===== config.mk =====
export PLATFORM = sky130hd
export DESIGN_NAME = garbage_insert
export DESIGN_NICKNAME = d
export VERILOG_FILES = /design/src/rtl/tetris_pkg.sv /design/src/rtl/garbage_row_gen.sv /design/src/rtl/garbage_insert.sv
export SDC_FILE = /design/constraint.sdc
export NUM_CORES = 2
export LEC_CHECK = 0
export ABC_AREA = 1
export CAP_MARGIN = 20
export CORE_AREA = 2 2 528 530
export DETAILED_ROUTE_END_ITERATION = 7
export DIE_AREA = 0 0 530 532
export HOLD_SLACK_MARGIN = 0.1
export PLACE_DENSITY = 0.43
export RECOVER_POWER = 100
export SLEW_MARGIN = 40
export SYNTH_ARGS = -nofsm -noshare
export SYNTH_HDL_FRONTEND = slang
export SYNTH_SLANG_ARGS = --single-unit

===== constraint.sdc =====
create_clock -name clk -period 1.4 [get_ports clk]
set_input_delay 0.28 -clock clk [delete_from_list [all_inputs] [get_ports clk]]
set_output_delay 0.28 -clock clk [all_outputs]
set_load 0.1 [all_outputs]

===== src/rtl/tetris_pkg.sv =====
// Shared playfield geometry, row/grid types and the garbage-insert state encoding.
package tetris_pkg;

  localparam int unsigned GRID_ROWS = 22;
  localparam int unsigned GRID_COLS = 10;
  localparam int unsigned CELL_W    = 3;
  localparam int unsigned MAX_GARBAGE = 4;

  typedef logic [GRID_COLS-1:0][CELL_W-1:0] row_t;
  typedef row_t [GRID_ROWS-1:0]             grid_t;

  typedef enum logic [1:0] {
    ST_IDLE  = 2'd0,
    ST_SHIFT = 2'd1,
    ST_DONE  = 2'd2
  } state_t;

  // Garbage row count is capped so a single request cannot wipe the field.
  function automatic logic [2:0] eff_count(input logic [2:0] count);
    return (32'(count) > MAX_GARBAGE) ? 3'(MAX_GARBAGE) : count;
  endfunction

endpackage


===== src/rtl/garbage_row_gen.sv =====
// Builds one garbage row: every cell in the given color except the hole column.
module garbage_row_gen #(
  parameter int unsigned GRID_COLS = tetris_pkg::GRID_COLS,
  parameter int unsigned CELL_W    = tetris_pkg::CELL_W
) (
  input  logic [3:0]                        hole,
  input  logic [CELL_W-1:0]                 color,
  output logic [GRID_COLS-1:0][CELL_W-1:0]  row_c
);

  always_comb begin
    row_c = '0;
    for (int unsigned c = 0; c < GRID_COLS; c++) begin
      row_c[c] = (32'(hole) == c) ? '0 : color;
    end
  end

endmodule


===== src/rtl/garbage_insert.sv =====
// Pushes up to four garbage rows in from the bottom of the playfield, one row per cycle,
// flagging topout when a filled row is pushed off the top.
module garbage_insert
  import tetris_pkg::*;
#(
  parameter int unsigned GRID_ROWS = tetris_pkg::GRID_ROWS,
  parameter int unsigned GRID_COLS = tetris_pkg::GRID_COLS,
  parameter int unsigned CELL_W    = tetris_pkg::CELL_W
) (
  input  logic                                           clk,
  input  logic                                           rst_n,
  input  logic                                           enable,
  input  logic [2:0]                                     count,
  input  logic [3:0]                                     hole,
  input  logic [2:0]                                     color,
  input  logic [GRID_ROWS-1:0][GRID_COLS-1:0][CELL_W-1:0] c_grid,
  output logic [GRID_ROWS-1:0][GRID_COLS-1:0][CELL_W-1:0] n_grid,
  output logic                                           done,
  output logic                                           busy,
  output logic                                           topout
);

  state_t state, state_next;

  logic [GRID_ROWS-1:0][GRID_COLS-1:0][CELL_W-1:0] work;
  logic [GRID_COLS-1:0][CELL_W-1:0]                garbage_c;
  logic [2:0]                                      rem;
  logic [3:0]                                      hole_q;
  logic [CELL_W-1:0]                               color_q;

  logic [2:0]        n_eff_c;
  logic [3:0]        hole_eff_c;
  logic [CELL_W-1:0] color_eff_c;
  logic              accept_c, shift_c, load_c;

  // Sanitise request fields before they are latched.
  always_comb begin
    n_eff_c     = eff_count(count);
    hole_eff_c  = (32'(hole) > GRID_COLS - 1) ? 4'd0 : hole;
    color_eff_c = (color == 3'd0) ? CELL_W'(3'd7) : CELL_W'(color);
  end

  garbage_row_gen #(
    .GRID_COLS (GRID_COLS),
    .CELL_W    (CELL_W)
  ) u_row_gen (
    .hole  (hole_q),
    .color (color_q),
    .row_c (garbage_c)
  );

  always_ff @(posedge clk or negedge rst_n) begin
    if (!rst_n) state <= ST_IDLE;
    else        state <= state_next;
  end

  always_comb begin
    state_next = state;
    accept_c   = 1'b0;
    shift_c    = 1'b0;
    load_c     = 1'b0;
    case (state)
      ST_IDLE: begin
        if (enable) begin
          accept_c   = 1'b1;
          state_next = (count == 3'd0) ? ST_DONE : ST_SHIFT;
        end
      end
      ST_SHIFT: begin
        shift_c = 1'b1;
        if (rem == 3'd1) state_next = ST_DONE;
      end
      ST_DONE: begin
        load_c     = 1'b1;
        state_next = ST_IDLE;
      end
      default: state_next = ST_IDLE;
    endcase
  end

  // Working grid, counter and result registers.
  always_ff @(posedge clk or negedge rst_n) begin
    if (!rst_n) begin
      work    <= '0;
      rem     <= 3'd0;
      hole_q  <= 4'd0;
      color_q <= '0;
      n_grid  <= '0;
      done    <= 1'b0;
      busy    <= 1'b0;
      topout  <= 1'b0;
    end else begin
      done <= load_c;
      busy <= (state_next != ST_IDLE);
      if (accept_c) begin
        work    <= c_grid;
        rem     <= n_eff_c;
        hole_q  <= hole_eff_c;
        color_q <= color_eff_c;
        topout  <= 1'b0;
      end
      if (shift_c) begin
        // Row r takes row r+1; the bottom row takes the new garbage.
        work <= {garbage_c, work[GRID_ROWS-1:1]};
        rem  <= rem - 3'd1;
        if (|work[0]) topout <= 1'b1;
      end
      if (load_c) n_grid <= work;
    end
  end

endmodule


==> flow_summary.html <==
<table>
<tr><th>Metric</th><th>Value</th></tr>
<tr><th colspan="2">Run status</th></tr>
<tr><td>Outcome</td><td>complete, but fails checks</td></tr>
<tr><td>Violations in the final reports</td><td>setup timing</td></tr>
<tr><th colspan="2">STA</th></tr>
<tr><td>Part of the cycle the worst path needs</td><td>132.1%</td></tr>
<tr><td>Final hold viol count</td><td>0</td></tr>
<tr><td>Post-route setup slack</td><td>-0.4493 ns</td></tr>
<tr><td>Count of endpoints failing setup in the final report</td><td>between 2,000 and 3,000</td></tr>
<tr><td>Post-layout min period</td><td>approximately 1.8 ns</td></tr>
<tr><td>Worst-margin pin slew</td><td>about 1.0 ns</td></tr>
<tr><td>RSZ-0062 raised after global routing</td><td>true</td></tr>
<tr><td>Max-slew violations</td><td>0</td></tr>
<tr><td>Worst slew margin</td><td>a little over 30%</td></tr>
<tr><td>Worst Skew</td><td>0.05771 ns</td></tr>
<tr><td>Maximum achievable frequency</td><td>about 0.54 GHz</td></tr>
<tr><th colspan="2">Yosys</th></tr>
<tr><td>Ranking of synthesized cells by area</td><td>sky130_fd_sc_hd__dfrtp_1 62%, sky130_fd_sc_hd__o21ai_0 16%, sky130_fd_sc_hd__a21oi_1 5.9%</td></tr>
<tr><td>Cell with the most instances after synthesis</td><td>sky130_fd_sc_hd__o21ai_0</td></tr>
<tr><td>Adder-Cell Fraction of Synth Area</td><td>less than 1%</td></tr>
<tr><td>Area fraction of the dominant cell type after synthesis</td><td>between 60% and 70%</td></tr>
<tr><td>Synth warn</td><td>0</td></tr>
<tr><td>Share of the yosys chip area belonging to registers</td><td>61.84%</td></tr>
<tr><td>Number of storage elements in the synthesis netlist</td><td>between 1,000 and 1,500</td></tr>
<tr><td>Post-synth EDFFs</td><td>0</td></tr>
<tr><td>Main combinational cell family by area after synthesis</td><td>compound AO/OA/AOI/OAI gates</td></tr>
<tr><td>Mean Syn Cell Area</td><td>roughly 9.2 µm²</td></tr>
<tr><td>Mux contribution to synthesized area</td><td>0%</td></tr>
<tr><td>Fraction of synthesized cell area in xor and xnor cells</td><td>0%</td></tr>
<tr><td>Post-synthesis cell count</td><td>roughly 5,800</td></tr>
<tr><td>Post-synthesis instance area</td><td>between 50,000 and 60,000 µm²</td></tr>
<tr><td>Share of flip-flops with an asynchronous set or reset after synthesis</td><td>100.0%</td></tr>
<tr><td>Syn_nets</td><td>between 6,000 and 7,000</td></tr>
<tr><td>Cell type with the largest total area after synthesis</td><td>sky130_fd_sc_hd__dfrtp_1</td></tr>
<tr><td>Synth unique cells</td><td>21</td></tr>
<tr><td>Simple-gate area share of the yosys netlist</td><td>about 5.3%</td></tr>
<tr><td>Main flop type after synthesis</td><td>sky130_fd_sc_hd__dfrtp_1</td></tr>
<tr><td>Top cells by count, synth</td><td>1,769 x sky130_fd_sc_hd__o21ai_0, 1,335 x sky130_fd_sc_hd__dfrtp_1, 716 x sky130_fd_sc_hd__nand2_1, 675 x sky130_fd_sc_hd__inv_1, 633 x sky130_fd_sc_hd__a21oi_1</td></tr>
<tr><td>Fraction of the mapped netlist area in compound gates</td><td>between 20% and 30%</td></tr>
<tr><th colspan="2">Routing</th></tr>
<tr><td>Post-route DRC violation count</td><td>0</td></tr>
<tr><td>Iteration-0 DRC Markers</td><td>between 3,000 and 4,000</td></tr>
<tr><td>Final wirelength</td><td>approximately 280,000 µm</td></tr>
<tr><td>Number of iterations in the first detailed-routing pass</td><td>5</td></tr>
<tr><td>Via density per instance</td><td>~4.3</td></tr>
<tr><td>Via Count</td><td>between 50,000 and 60,000</td></tr>
<tr><td>Per-cell routed wire length</td><td>around 24 µm</td></tr>
<tr><td>Number of antenna-violating nets in the routed design</td><td>0</td></tr>
<tr><th colspan="2">Die</th></tr>
<tr><td>Total Die Area</td><td>282,000 µm²</td></tr>
<tr><td>Die Span Y</td><td>roughly 530 µm</td></tr>
<tr><td>Starting utilization of the core area</td><td>between 10% and 20%</td></tr>
<tr><td>Count of pins on the block boundary</td><td>~1,300</td></tr>
<tr><td>Core footprint</td><td>275,800 µm²</td></tr>
<tr><td>Overall die width</td><td>roughly 530 µm</td></tr>
<tr><td># rows</td><td>a little under 200</td></tr>
<tr><th colspan="2">CTS</th></tr>
<tr><td>Sinks on Clock Net</td><td>about 1,300</td></tr>
<tr><td>Root buffer cell</td><td>sky130_fd_sc_hd__clkbuf_16</td></tr>
<tr><td>H-tree depth</td><td>4</td></tr>
<tr><td>Clock tree from TritonCTS</td><td>yes</td></tr>
<tr><td>Clock slew at reported path FFs</td><td>around 0.060 ns</td></tr>
<tr><td>Maximum clock insertion buffer count</td><td>3</td></tr>
<tr><td>Clock buffers created by TritonCTS</td><td>roughly 170</td></tr>
<tr><td>Worst-Skew Late Latency</td><td>approximately 0.84 ns</td></tr>
<tr><th colspan="2">Final layout</th></tr>
<tr><td>Share of final-layout standard cells stronger than drive strength 1</td><td>approximately 18%</td></tr>
<tr><td>P&amp;R area growth vs syn</td><td>72.22%</td></tr>
<tr><td>Fillcell total</td><td>between 20,000 and 30,000</td></tr>
<tr><td>Final #Nets</td><td>between 8,000 and 9,000</td></tr>
<tr><th colspan="2">GRT</th></tr>
<tr><td>Antenna violations before repair</td><td>70</td></tr>
<tr><td>Largest net degree at the start of global routing</td><td>73</td></tr>
<tr><td>Vias in the first global route</td><td>slightly above 50,000</td></tr>
<tr><td>Aggregate global routing overflow</td><td>0</td></tr>
<tr><td>Global routing usage summed across all routing layers</td><td>roughly a fifth</td></tr>
<tr><td>Wire length of the first global-routing pass</td><td>between 300,000 and 400,000 µm</td></tr>
<tr><th colspan="2">Hold path</th></tr>
<tr><td>Classification of the worst-slack hold path</td><td>input pin to flop</td></tr>
<tr><th colspan="2">Critical path</th></tr>
<tr><td>Path type of the worst setup path</td><td>flop to flop</td></tr>
<tr><td>Type of destination of the critical path</td><td>flop</td></tr>
<tr><td>Data required, critical path</td><td>between 2 and 2.5 ns</td></tr>
<tr><td>Crit path arrival time</td><td>about 2.5 ns</td></tr>
<tr><td>Startpoint types</td><td>flop</td></tr>
<tr><td>Largest fanout on the critical path</td><td>53</td></tr>
<tr><th colspan="2">Placed design</th></tr>
<tr><td>Number of buffers inserted by port buffering</td><td>approximately 1,300</td></tr>
<tr><td>Gp weighted congestion</td><td>around 0.9</td></tr>
<tr><td>Detailed placer's ending HPWL</td><td>between 200,000 and 250,000 µm</td></tr>
<tr><td>Setup WS pre-CTS</td><td>-0.9603 ns</td></tr>
<tr><th colspan="2">Run</th></tr>
<tr><td>Max-capacitance violation count</td><td>0</td></tr>
</table>
-- critical path: stages, from the launching register on --
cell and delay (ns):
sky130_fd_sc_hd__dfrtp_1 0.44, sky130_fd_sc_hd__buf_4 0.18, sky130_fd_sc_hd__nor2_2 0.27, sky130_fd_sc_hd__inv_8 0.11, sky130_fd_sc_hd__buf_12 0.19, sky130_fd_sc_hd__buf_12 0.24, sky130_fd_sc_hd__nand2_1 0.08, sky130_fd_sc_hd__o21ai_0 0.07
-- what timing repair did --
action	4_1_cts	5_1_grt
buffers inserted	14	11
gates cloned	8	10
gates resized for setup	128	164
pin swaps	1	6
endpoints found under the hold margin	1833	0
setup endpoints to repair	1997	2059
hold buffers	501	0
-- layout by cell type, fill, tap and decap left out, types with 3 or more instances in the layout --
cell	n
sky130_fd_sc_hd__clkinv_2	21
sky130_fd_sc_hd__clkbuf_16	178
sky130_fd_sc_hd__buf_6	29
sky130_fd_sc_hd__dfrtp_2	32
sky130_fd_sc_hd__diode_2	46
sky130_fd_sc_hd__nor2_1	29
sky130_fd_sc_hd__clkdlybuf4s50_1	671
sky130_fd_sc_hd__buf_8	7
sky130_fd_sc_hd__inv_1	675
sky130_fd_sc_hd__o21ai_4	3
sky130_fd_sc_hd__a21oi_2	30
sky130_fd_sc_hd__nand3_1	10
sky130_fd_sc_hd__a21oi_1	599
sky130_fd_sc_hd__clkbuf_2	8
sky130_fd_sc_hd__bufbuf_16	4
sky130_fd_sc_hd__clkinv_16	9
sky130_fd_sc_hd__buf_12	746
sky130_fd_sc_hd__dlygate4sd3_1	501
sky130_fd_sc_hd__o21ai_0	1667
sky130_fd_sc_hd__dfrtp_1	1303
sky130_fd_sc_hd__clkinvlp_4	5
sky130_fd_sc_hd__clkbuf_8	37
sky130_fd_sc_hd__a22oi_1	30
sky130_fd_sc_hd__clkbuf_1	40
sky130_fd_sc_hd__nand2_1	716
sky130_fd_sc_hd__a21oi_4	4
sky130_fd_sc_hd__buf_16	25
sky130_fd_sc_hd__o21ai_1	273
sky130_fd_sc_hd__buf_4	253
sky130_fd_sc_hd__clkbuf_4	9
sky130_fd_sc_hd__bufinv_16	11
sky130_fd_sc_hd__o21ai_2	20
-- cells by family (layout without fill, tap and decap cells) --
group	after synthesis	in the layout
other	0	46
adders and majority gates	2	2
and+or+nand+nor	760	760
DFF	1335	1335
AOI/OAI and AO/OA	2630	2630
buffers and inverters	1116	3236
-- per-stage QoR --
step / setup TNS [ns] / area (µm²) / instances / hold WS (ns) / utilization, %
global route: -914.95 / 93010 / 11701 / 0.1067 / 33.73
finish: -668.91 / 93040 / 11714 / 0.1350 / 33.74
CTS: -789.22 / 92410 / 11648 / 0.1007 / 33.51
floorplan: -0.6306 / 54030 / 5843 / -0.01559 / -
global placement: -730.18 / 80980 / 10832 / 0.1203 / 29.36
detailed placement: -737.13 / 80980 / 10832 / 0.1242 / 29.36
-- registers in the layout (all words and copies together) (netlist names) --
register,flops
busy,1
hole_q,4
work,660
topout,1
n_grid,660
color_q,3
done,1
rem,3
state,2
-- area by class of cell --
type	instances	area (µm²)	share of cell area, %
inverters	679	2601	2.796
multi-input cells	3392	16440	17.67
clock buffers	244	4860	5.223
flip-flops and latches	1335	33450	35.95
diodes	46	115.1	0.1237
well taps	3705	4636	4.982
clock inverters	49	763.2	0.8203
repair buffers	2264	30180	32.43
-- worst paths after layout --
check	start	endpoint	slack, ns	depth (start not counted)
worst min-delay path	c_grid[80]	work[80]$_DFFE_PN0P_	0.13	3
worst min register to register	color_q[1]$_DFFE_PN0P_	color_q[1]$_DFFE_PN0P_	0.50	2
min in group asynchronous	rst_n	work[90]$_DFFE_PN0P_	0.57	3
worst max-delay path	state[0]$_DFF_PN0_	n_grid[529]$_DFFE_PN0P_	-0.45	7
max in group asynchronous	rst_n	n_grid[319]$_DFFE_PN0P_	-0.23	5
worst max register to register	state[0]$_DFF_PN0_	n_grid[529]$_DFFE_PN0P_	-0.45	7
-- metal layers --
layer / vias to the layer above / track usage, % / routed length [µm]
met4: 36 / 6.897 / 10090
met2: 1804 / 32.05 / 135000
met1: 24880 / 23.68 / 114300
met3: 385 / 5.820 / 23210
met5: - / 0 / 223
li1: 23479 / - / -
Power is not shown: default switching activity piles up to over one toggle a cycle in this logic, so the estimate is an artifact.
